==> config.mk <==
export PLATFORM = sky130hd
export DESIGN_NAME = imm_encoder
export DESIGN_NICKNAME = d
export VERILOG_FILES = /design/src/rtl/riscv_pkg.sv /design/src/rtl/imm_pack.sv /design/src/rtl/imm_encoder.sv
export SDC_FILE = /design/constraint.sdc
export NUM_CORES = 1
export LEC_CHECK = 0
export CAP_MARGIN = 15
export CORE_MARGIN = 8
export CORE_UTILIZATION = 25
export DETAILED_ROUTE_END_ITERATION = 6
export PLACE_DENSITY = 0.49
export SLEW_MARGIN = 20
export SYNTH_ARGS = -nofsm -noshare
export SYNTH_HDL_FRONTEND = slang
export SYNTH_SLANG_ARGS = --single-unit
==> constraint.sdc <==
create_clock -name clk_i -period 2 [get_ports clk_i]
set_input_delay 0.6 -clock clk_i [delete_from_list [all_inputs] [get_ports clk_i]]
set_output_delay 0.6 -clock clk_i [all_outputs]
set_load 0.01 [all_outputs]
==> src/rtl/riscv_pkg.sv <==
// Shared RISC-V definitions: operand width, immediate format selector and the
// request/response types used by the immediate encoder.
package riscv_pkg;

    localparam int XLEN = 32;

    typedef enum logic [2:0] {
        IMM_I = 3'd0,
        IMM_S = 3'd1,
        IMM_B = 3'd2,
        IMM_U = 3'd3,
        IMM_J = 3'd4
    } imm_sel_t;

    // Instruction bits occupied by each format's immediate field
    localparam logic [31:0] IMM_MASK_I = 32'hFFF0_0000;
    localparam logic [31:0] IMM_MASK_S = 32'hFE00_0F80;
    localparam logic [31:0] IMM_MASK_B = 32'hFE00_0F80;
    localparam logic [31:0] IMM_MASK_U = 32'hFFFF_F000;
    localparam logic [31:0] IMM_MASK_J = 32'hFFFF_F000;

    typedef struct packed {
        imm_sel_t          sel;
        logic [XLEN-1:0]   imm;
        logic [31:0]       instr;
    } imm_enc_req_t;

    typedef struct packed {
        logic [31:0] instr;
        logic        err;
    } imm_enc_rsp_t;

    // True when v[XLEN-1:lsb] are all copies of the same bit (value fits as signed)
    function automatic logic upper_is_sext(input logic [XLEN-1:0] v, input int unsigned lsb);
        logic [XLEN-1:0] s;
        s = $signed(v) >>> lsb;
        return (s == '0) || (s == '1);
    endfunction

endpackage

==> src/rtl/imm_pack.sv <==
// Combinational immediate packer: clears the format's field in the template,
// writes the (possibly truncated) immediate bits and flags unrepresentable values.
module imm_pack
    import riscv_pkg::*;
(
    input  imm_enc_req_t req_i,
    output imm_enc_rsp_t rsp_o
);

    logic [XLEN-1:0] imm;
    logic [31:0]     tmpl;

    assign imm  = req_i.imm;
    assign tmpl = req_i.instr;

    always_comb begin
        rsp_o.instr = tmpl;
        rsp_o.err   = 1'b1;
        case (req_i.sel)
            IMM_I: begin
                rsp_o.instr = (tmpl & ~IMM_MASK_I) | {imm[11:0], 20'd0};
                rsp_o.err   = !upper_is_sext(imm, 11);
            end
            IMM_S: begin
                rsp_o.instr = (tmpl & ~IMM_MASK_S) | {imm[11:5], 13'd0, imm[4:0], 7'd0};
                rsp_o.err   = !upper_is_sext(imm, 11);
            end
            IMM_B: begin
                rsp_o.instr = (tmpl & ~IMM_MASK_B)
                            | {imm[12], imm[10:5], 13'd0, imm[4:1], imm[11], 7'd0};
                rsp_o.err   = !upper_is_sext(imm, 12) || imm[0];
            end
            IMM_U: begin
                rsp_o.instr = (tmpl & ~IMM_MASK_U) | {imm[31:12], 12'd0};
                rsp_o.err   = (imm[11:0] != 12'd0) || !upper_is_sext(imm, 31);
            end
            IMM_J: begin
                rsp_o.instr = (tmpl & ~IMM_MASK_J)
                            | {imm[20], imm[10:1], imm[11], imm[19:12], 12'd0};
                rsp_o.err   = !upper_is_sext(imm, 20) || imm[0];
            end
            // Unknown selector: template passes through untouched, flagged as error
            default: begin
                rsp_o.instr = tmpl;
                rsp_o.err   = 1'b1;
            end
        endcase
    end

endmodule

==> src/rtl/imm_encoder.sv <==
// Two-stage valid/ready immediate encoder: S1 holds the request, S2 the packed
// instruction; saturating counters track delivered ok/err results.
module imm_encoder
    import riscv_pkg::*;
#(
    parameter int CNT_W = 16
) (
    input  logic             clk_i,
    input  logic             rst_i,
    input  logic             in_valid_i,
    output logic             in_ready_o,
    input  imm_sel_t         in_sel_i,
    input  logic [XLEN-1:0]  in_imm_i,
    input  logic [31:0]      in_instr_i,
    output logic             out_valid_o,
    input  logic             out_ready_i,
    output logic [31:0]      out_instr_o,
    output logic             out_err_o,
    input  logic             clr_cnt_i,
    output logic [CNT_W-1:0] cnt_ok_o,
    output logic [CNT_W-1:0] cnt_err_o
);

    logic         s1_v_q, s1_v_d;
    imm_enc_req_t s1_req_q, s1_req_d;
    logic         s2_v_q, s2_v_d;
    imm_enc_rsp_t s2_rsp_q, s2_rsp_d;
    logic [CNT_W-1:0] cnt_ok_q, cnt_ok_d;
    logic [CNT_W-1:0] cnt_err_q, cnt_err_d;

    logic         s1_adv, s2_adv, out_fire;
    imm_enc_req_t in_req;
    imm_enc_rsp_t pack_rsp;

    assign in_req = '{sel: in_sel_i, imm: in_imm_i, instr: in_instr_i};

    imm_pack u_pack (
        .req_i (s1_req_q),
        .rsp_o (pack_rsp)
    );

    always_comb begin
        s2_adv   = !s2_v_q || out_ready_i;
        s1_adv   = !s1_v_q || s2_adv;
        out_fire = s2_v_q && out_ready_i;

        s1_v_d   = s1_adv ? in_valid_i : s1_v_q;
        s1_req_d = (s1_adv && in_valid_i) ? in_req : s1_req_q;
        s2_v_d   = s2_adv ? s1_v_q : s2_v_q;
        s2_rsp_d = (s2_adv && s1_v_q) ? pack_rsp : s2_rsp_q;

        // Clear takes priority over a same-cycle increment
        cnt_ok_d  = cnt_ok_q;
        cnt_err_d = cnt_err_q;
        if (clr_cnt_i) begin
            cnt_ok_d  = '0;
            cnt_err_d = '0;
        end else if (out_fire) begin
            if (s2_rsp_q.err) begin
                if (cnt_err_q != '1) cnt_err_d = cnt_err_q + 1'b1;
            end else begin
                if (cnt_ok_q != '1) cnt_ok_d = cnt_ok_q + 1'b1;
            end
        end
    end

    always_ff @(posedge clk_i) begin
        if (rst_i) begin
            s1_v_q    <= 1'b0;
            s1_req_q  <= '0;
            s2_v_q    <= 1'b0;
            s2_rsp_q  <= '0;
            cnt_ok_q  <= '0;
            cnt_err_q <= '0;
        end else begin
            s1_v_q    <= s1_v_d;
            s1_req_q  <= s1_req_d;
            s2_v_q    <= s2_v_d;
            s2_rsp_q  <= s2_rsp_d;
            cnt_ok_q  <= cnt_ok_d;
            cnt_err_q <= cnt_err_d;
        end
    end

    assign in_ready_o  = s1_adv;
    assign out_valid_o = s2_v_q;
    assign out_instr_o = s2_rsp_q.instr;
    assign out_err_o   = s2_rsp_q.err;
    assign cnt_ok_o    = cnt_ok_q;
    assign cnt_err_o   = cnt_err_q;

endmodule
### Yosys cells after proc, flatten, opt, wreduce, memory -nomap -nowiden

Index checks and enable logic that the tools add are counted.

| word-level totals | value |
|---|---|
| memories | 0 |
| word-level logic and storage cells | 55 |
| register bits | 134 |
| memory bits (read-only) | 0 |
| bits in latches | 0 |
| output and inout bits | 67 |
| input bits | 72 |
| memory bits (writable) | 0 |

| cells by class | value |
|---|---|
| $lt $le $gt $ge | 0 |
| shift operators | 0 |
| div/mod/pow operators | 0 |
| multiply operators | 0 |
| equal/unequal tests | 10 |
| $add $sub $neg | 2 |
| bitwise logic cells | 6 |
| reduce and logical (&&, ||, !) cells | 27 |
| muxes and demuxes | 1 |

Operators with widths:

| cell | count |
|---|---|
| 33-bit one-hot mux with 5 select lines | 1 |
| 32-bit == test, second input constant | 4 |
| 32-bit zero test | 4 |
| 12-bit by 32-bit OR with 32-bit output | 2 |
| 25-bit by 32-bit OR with 32-bit output | 2 |
| 16-bit by 1-bit adder with 16-bit output, second input constant | 2 |
| 16-bit != test, second input constant | 2 |
| 20-bit by 32-bit OR with 32-bit output | 1 |
| 12-bit nonzero test | 1 |
| 1-bit logical OR | 9 |
| 3-bit by 2-bit == test with 1-bit output, second input constant | 2 |
| 1-bit zero test | 6 |
| 3-bit AND reduction | 2 |
| 3-bit by 1-bit == test with 1-bit output, second input constant | 1 |
| 3-bit == test, second input constant | 1 |
| 1-bit logical AND | 3 |
| 3-bit zero test | 1 |
| 2-bit OR reduction | 1 |
| 1-bit NOT | 1 |

### Longest topological paths before layout

| depth | value |
|---|---|
| word-level depth | 5 |
| mapped depth | 7 |
| gate-level depth less buffers | 6 |

### Modules after synthesis

From an unflattened synthesis, not the netlist that was laid out.

| second synthesis, totals | value |
|---|---|
| cell total of the unflattened synthesis | 806 |
| area, all modules | 6182.2 um^2 |

Modules (own cells, without submodules):

| module | instances | cells each | seq. area each (um^2) | area an instance (um^2) |
|---|---|---|---|---|
| imm_encoder | 1 | 652 | 2682.6 | 5218.8 |
| imm_pack | 1 | 154 | 0.0 | 963.4 |

### Worst setup path after synthesis

OpenSTA, ideal clock, no wires.

| path | value |
|---|---|
| path kind | register to register |
| start | reg cnt_ok_q[0], in the netlist cnt_ok_o[0] |
| end | reg cnt_ok_q[13], in the netlist cnt_ok_o[13] |
| buffers on the path | 1 |
| library setup time | 71 ps |
| setup slack | 258 ps |
| stages on the path, launching flop included | 8 |
| clock period less this slack | 1742 ps |
| data required time | 1929 ps |
| data arrival time | 1672 ps |
| cells stage by stage | dfxtp_1 ha_1 nand3_1 nor3_2 a211oi_1 buf_2 a31o_2 a21oi_1 |

| on the way | value |
|---|---|
| word-level cells in the longest chain between the ends | 2 |
| elaborated cells between the ends (all ways) | 3 |
| those cells by class | add/sub: 1; eq/ne: 1; reduce/logical: 1 |

Ends and longest elaborated chain:

| element | RTL line | RTL |
|---|---|---|
| from (decl) | imm_encoder.sv:28 | `logic [CNT_W-1:0] cnt_ok_q, cnt_ok_d;` |
| from (signal assigned) | imm_encoder.sv:80 | `cnt_ok_q <= cnt_ok_d;` |
| branches (longest 2 deep; another with 16-bit by 1-bit adder with 16-bit output) | n/a |  |

Parallel ways; which one is timed is not known.
A chain may end at the register's enable or synchronous reset.

### Final worst setup path

| path | value |
|---|---|
| start | reg cnt_ok_q[8], in the netlist cnt_ok_o[8] |
| end | out cnt_ok_o[8] |

RTL lines:

| element | RTL line | RTL |
|---|---|---|
| to (decl) | imm_encoder.sv:20 | `output logic [CNT_W-1:0] cnt_ok_o,` |

No word-level cell between the ends.

==> metrics.csv <==
metric,value,unit
antenna_found_initial,1,
finalMaxSlewViolations,0,
cp.arrival,1.35,ns
peakVddDrop,0.475,mV
netlist_area,5690,um^2
fp.dieH,167,um
maxCapViolations,0,
tritoncts,yes,
drtAntennaViolNets,0,
hp-class,reg2reg,
grt_overflow,0,
num_io_pins,139,
dp_cells,1117,
gp_congestion,0.764,
cts_hold_buf,0,
start_kind,register,
clkLatencyLatePin,0.42,ns
grt_first_pass_wirelength,29200,um
die_x,167,um
crit_buf_inv,1,
netlist_instances,697,
wl_per_cell,16.0,um
cts.sinks,134,
pre_cts_slack,-0.385,ns
clock-root-buffer,clkbuf_16,
first_global_vias,5428,
grt_setup_unrepaired,no,
cts_made_buffers,17,
endpoint_kind,output pin,
synthArstFlopShare,0,%
fin_crit,1.95,ns
setup_viol,0,
diodes,0,
clk_pin_slew,0.07,ns
die-area,27800,um^2
syn-num-nets,771,
instances_no_fill,1149,
worstSetupPathType,reg2out,
fmax,514,MHz
avgSynthCellArea,8.16,um^2
numPortBuffers,138,
crit_fanout,4,
tightest_slew,0.659,ns
finalWirelength,18400,um
status,completed,
synth-seq-cells,134,
drc,0,
p_per_area,818,nW/um^2
htree_levels,4,
critical-path-top-delay-family,buffers and inverters,
post_cts_buffers,0,
period_share,97.3,%
drive_gt1_share,13.0,%
slowest_stage,clkdlybuf4s50_1,
clock_skew,0.00916,ns
grt_max_degree,79,
rows,55,
slew_headroom,55.9,%
place_hpwl,13600,um
synth-edff-count,0,
drtPass1Iterations,4,
num_vias,5344,
required,1.40,ns
hold_viol_final,0,
fp.coreArea,22500,um^2
slowest_delay,0.56,ns
cts.path.max_buffers,2,
final_nets,925,
setup_slack,0.0538,ns
critical_path.cell_chain,clkdlybuf4s50_1,
synth_cell_types,54,
power.leakage,3.47,nW
yosysSeqAreaShare,47.1,%
initialDrtViolationCount,285,
synth_ff_type,dfxtp_1,
track_usage,13.1,%
viasPerCell,4.65,
area_growth,45.9,%
yosys_warnings,0,
start_util,25.3,%
[per-layer routing]
metal	vias to the layer above	track usage [%]	part of all wire, %
met5	-	0	0.049
met4	2	3.02	0.76
met3	12	4.99	6.0
met2	129	20.2	44
met1	2446	17.1	49
li1	2755	-	-
[sequential cells by signal, summed over array words and instances, names as in the netlist]
signal,cells
out_valid_o,1
cnt_ok_o,16
s1_req_q,67
out_err_o,1
out_instr_o,32
cnt_err_o,16
s1_v_q,1
[synth_stat cells (11+ instances only)]
library cell  count  share of area (%)
xnor2_1          17                2.6
nor2_1           46                3.0
clkbuf_1         28                1.8
nand2_1         170                 11
a21oi_1         102                9.0
a211oi_1         21                2.8
buf_2            16                1.4
inv_1            12               0.79
nand3_1          16                1.4
nand4_1          14                1.5
dfxtp_1         134                 47
mux2i_1          14                2.5
nor3_1           11               0.97
[power by group]
part	leakage [nW]	switching [W]	internal (W)	total, W
Clock	0.285	0.00132	0.00187	0.00319
Sequential	1.10	0.000102	0.00279	0.00289
Combinational	2.08	0.000346	0.000375	0.000720
Total	3.47	0.00177	0.00503	0.00679
[layout by cell type (no fill, tap or decap), types with 5 or more instances in the layout]
cell type and count:
a211oi_1 21, a21oi_1 101, a31o_2 5, and3_1 6, buf_12 6, buf_4 38
clkbuf_16 17, clkdlybuf4s50_1 97, dfxtp_1 121, dfxtp_2 13, dlygate4sd2_1 11, dlymetal6s2s_1 28
inv_1 12, inv_6 5, mux2i_1 14, nand2_1 169, nand3_1 16, nand4_1 14
nor2_1 46, nor3_1 11, nor4_1 9, o211ai_1 9, o22a_1 7, xnor2_1 17
[logic make-up after synthesis]
kind of cell	Yosys count	share of synthesized area (%)
and+or+nand+nor	297	23.7
xor gates and xnor gates	19	2.92
muxes	14	2.46
buffers and inverters	58	4.38
AOI/OAI and AO/OA	173	19.0
adders and majority gates	2	0.440
DFF	134	47.1
[timing repair]
action / CTS / global route
hold endpoints to repair: 0 / 0
setup endpoints to repair: 22 / 28
resized for setup: 28 / 28
[final timing paths]
path | startpoint | end | slack [ns] | cells after the start
worst max register to register | cnt_ok_o[0] | cnt_ok_o[9] | 0.24 | 7
worst min register to register | out_instr_o[30] | out_instr_o[30] | 0.45 | 2
worst max-delay path | cnt_ok_o[8] | cnt_ok_o[8] | 0.05 | 1
worst min-delay path | out_instr_o[30] | out_instr_o[30] | 0.45 | 2
[through the flow]
step / cell area, um^2 / setup TNS [ns] / power [W] / util, % / hold slack (ns)
final: 8300 / 0 / 0.00679 / 36.9 / 0.452
after global routing: 8300 / 0 / 0.00709 / 36.9 / 0.441
after CTS: 8230 / 0 / 0.00690 / 36.6 / 0.433
after detailed placement: 7640 / -20.49 / 0.00369 / 34.0 / 0.445
after global placement: 7640 / -17.82 / 0.00368 / 34.0 / 0.440
after floorplan: 5690 / 0 / 0.00326 / - / 0.432
[area by class of cell]
type                            instances  area [um^2]
Clock buffer                           17          425
Clock inverter                         15          168
Fill cell                            2346        14200
Inverter                               12         45.0
Multi-Input combinational cell        505         2780
Sequential cell                       134         2700
Tap cell                              285          357
Timing Repair Buffer                  181         1830
Note: power is estimated with default switching activity, not from simulation.
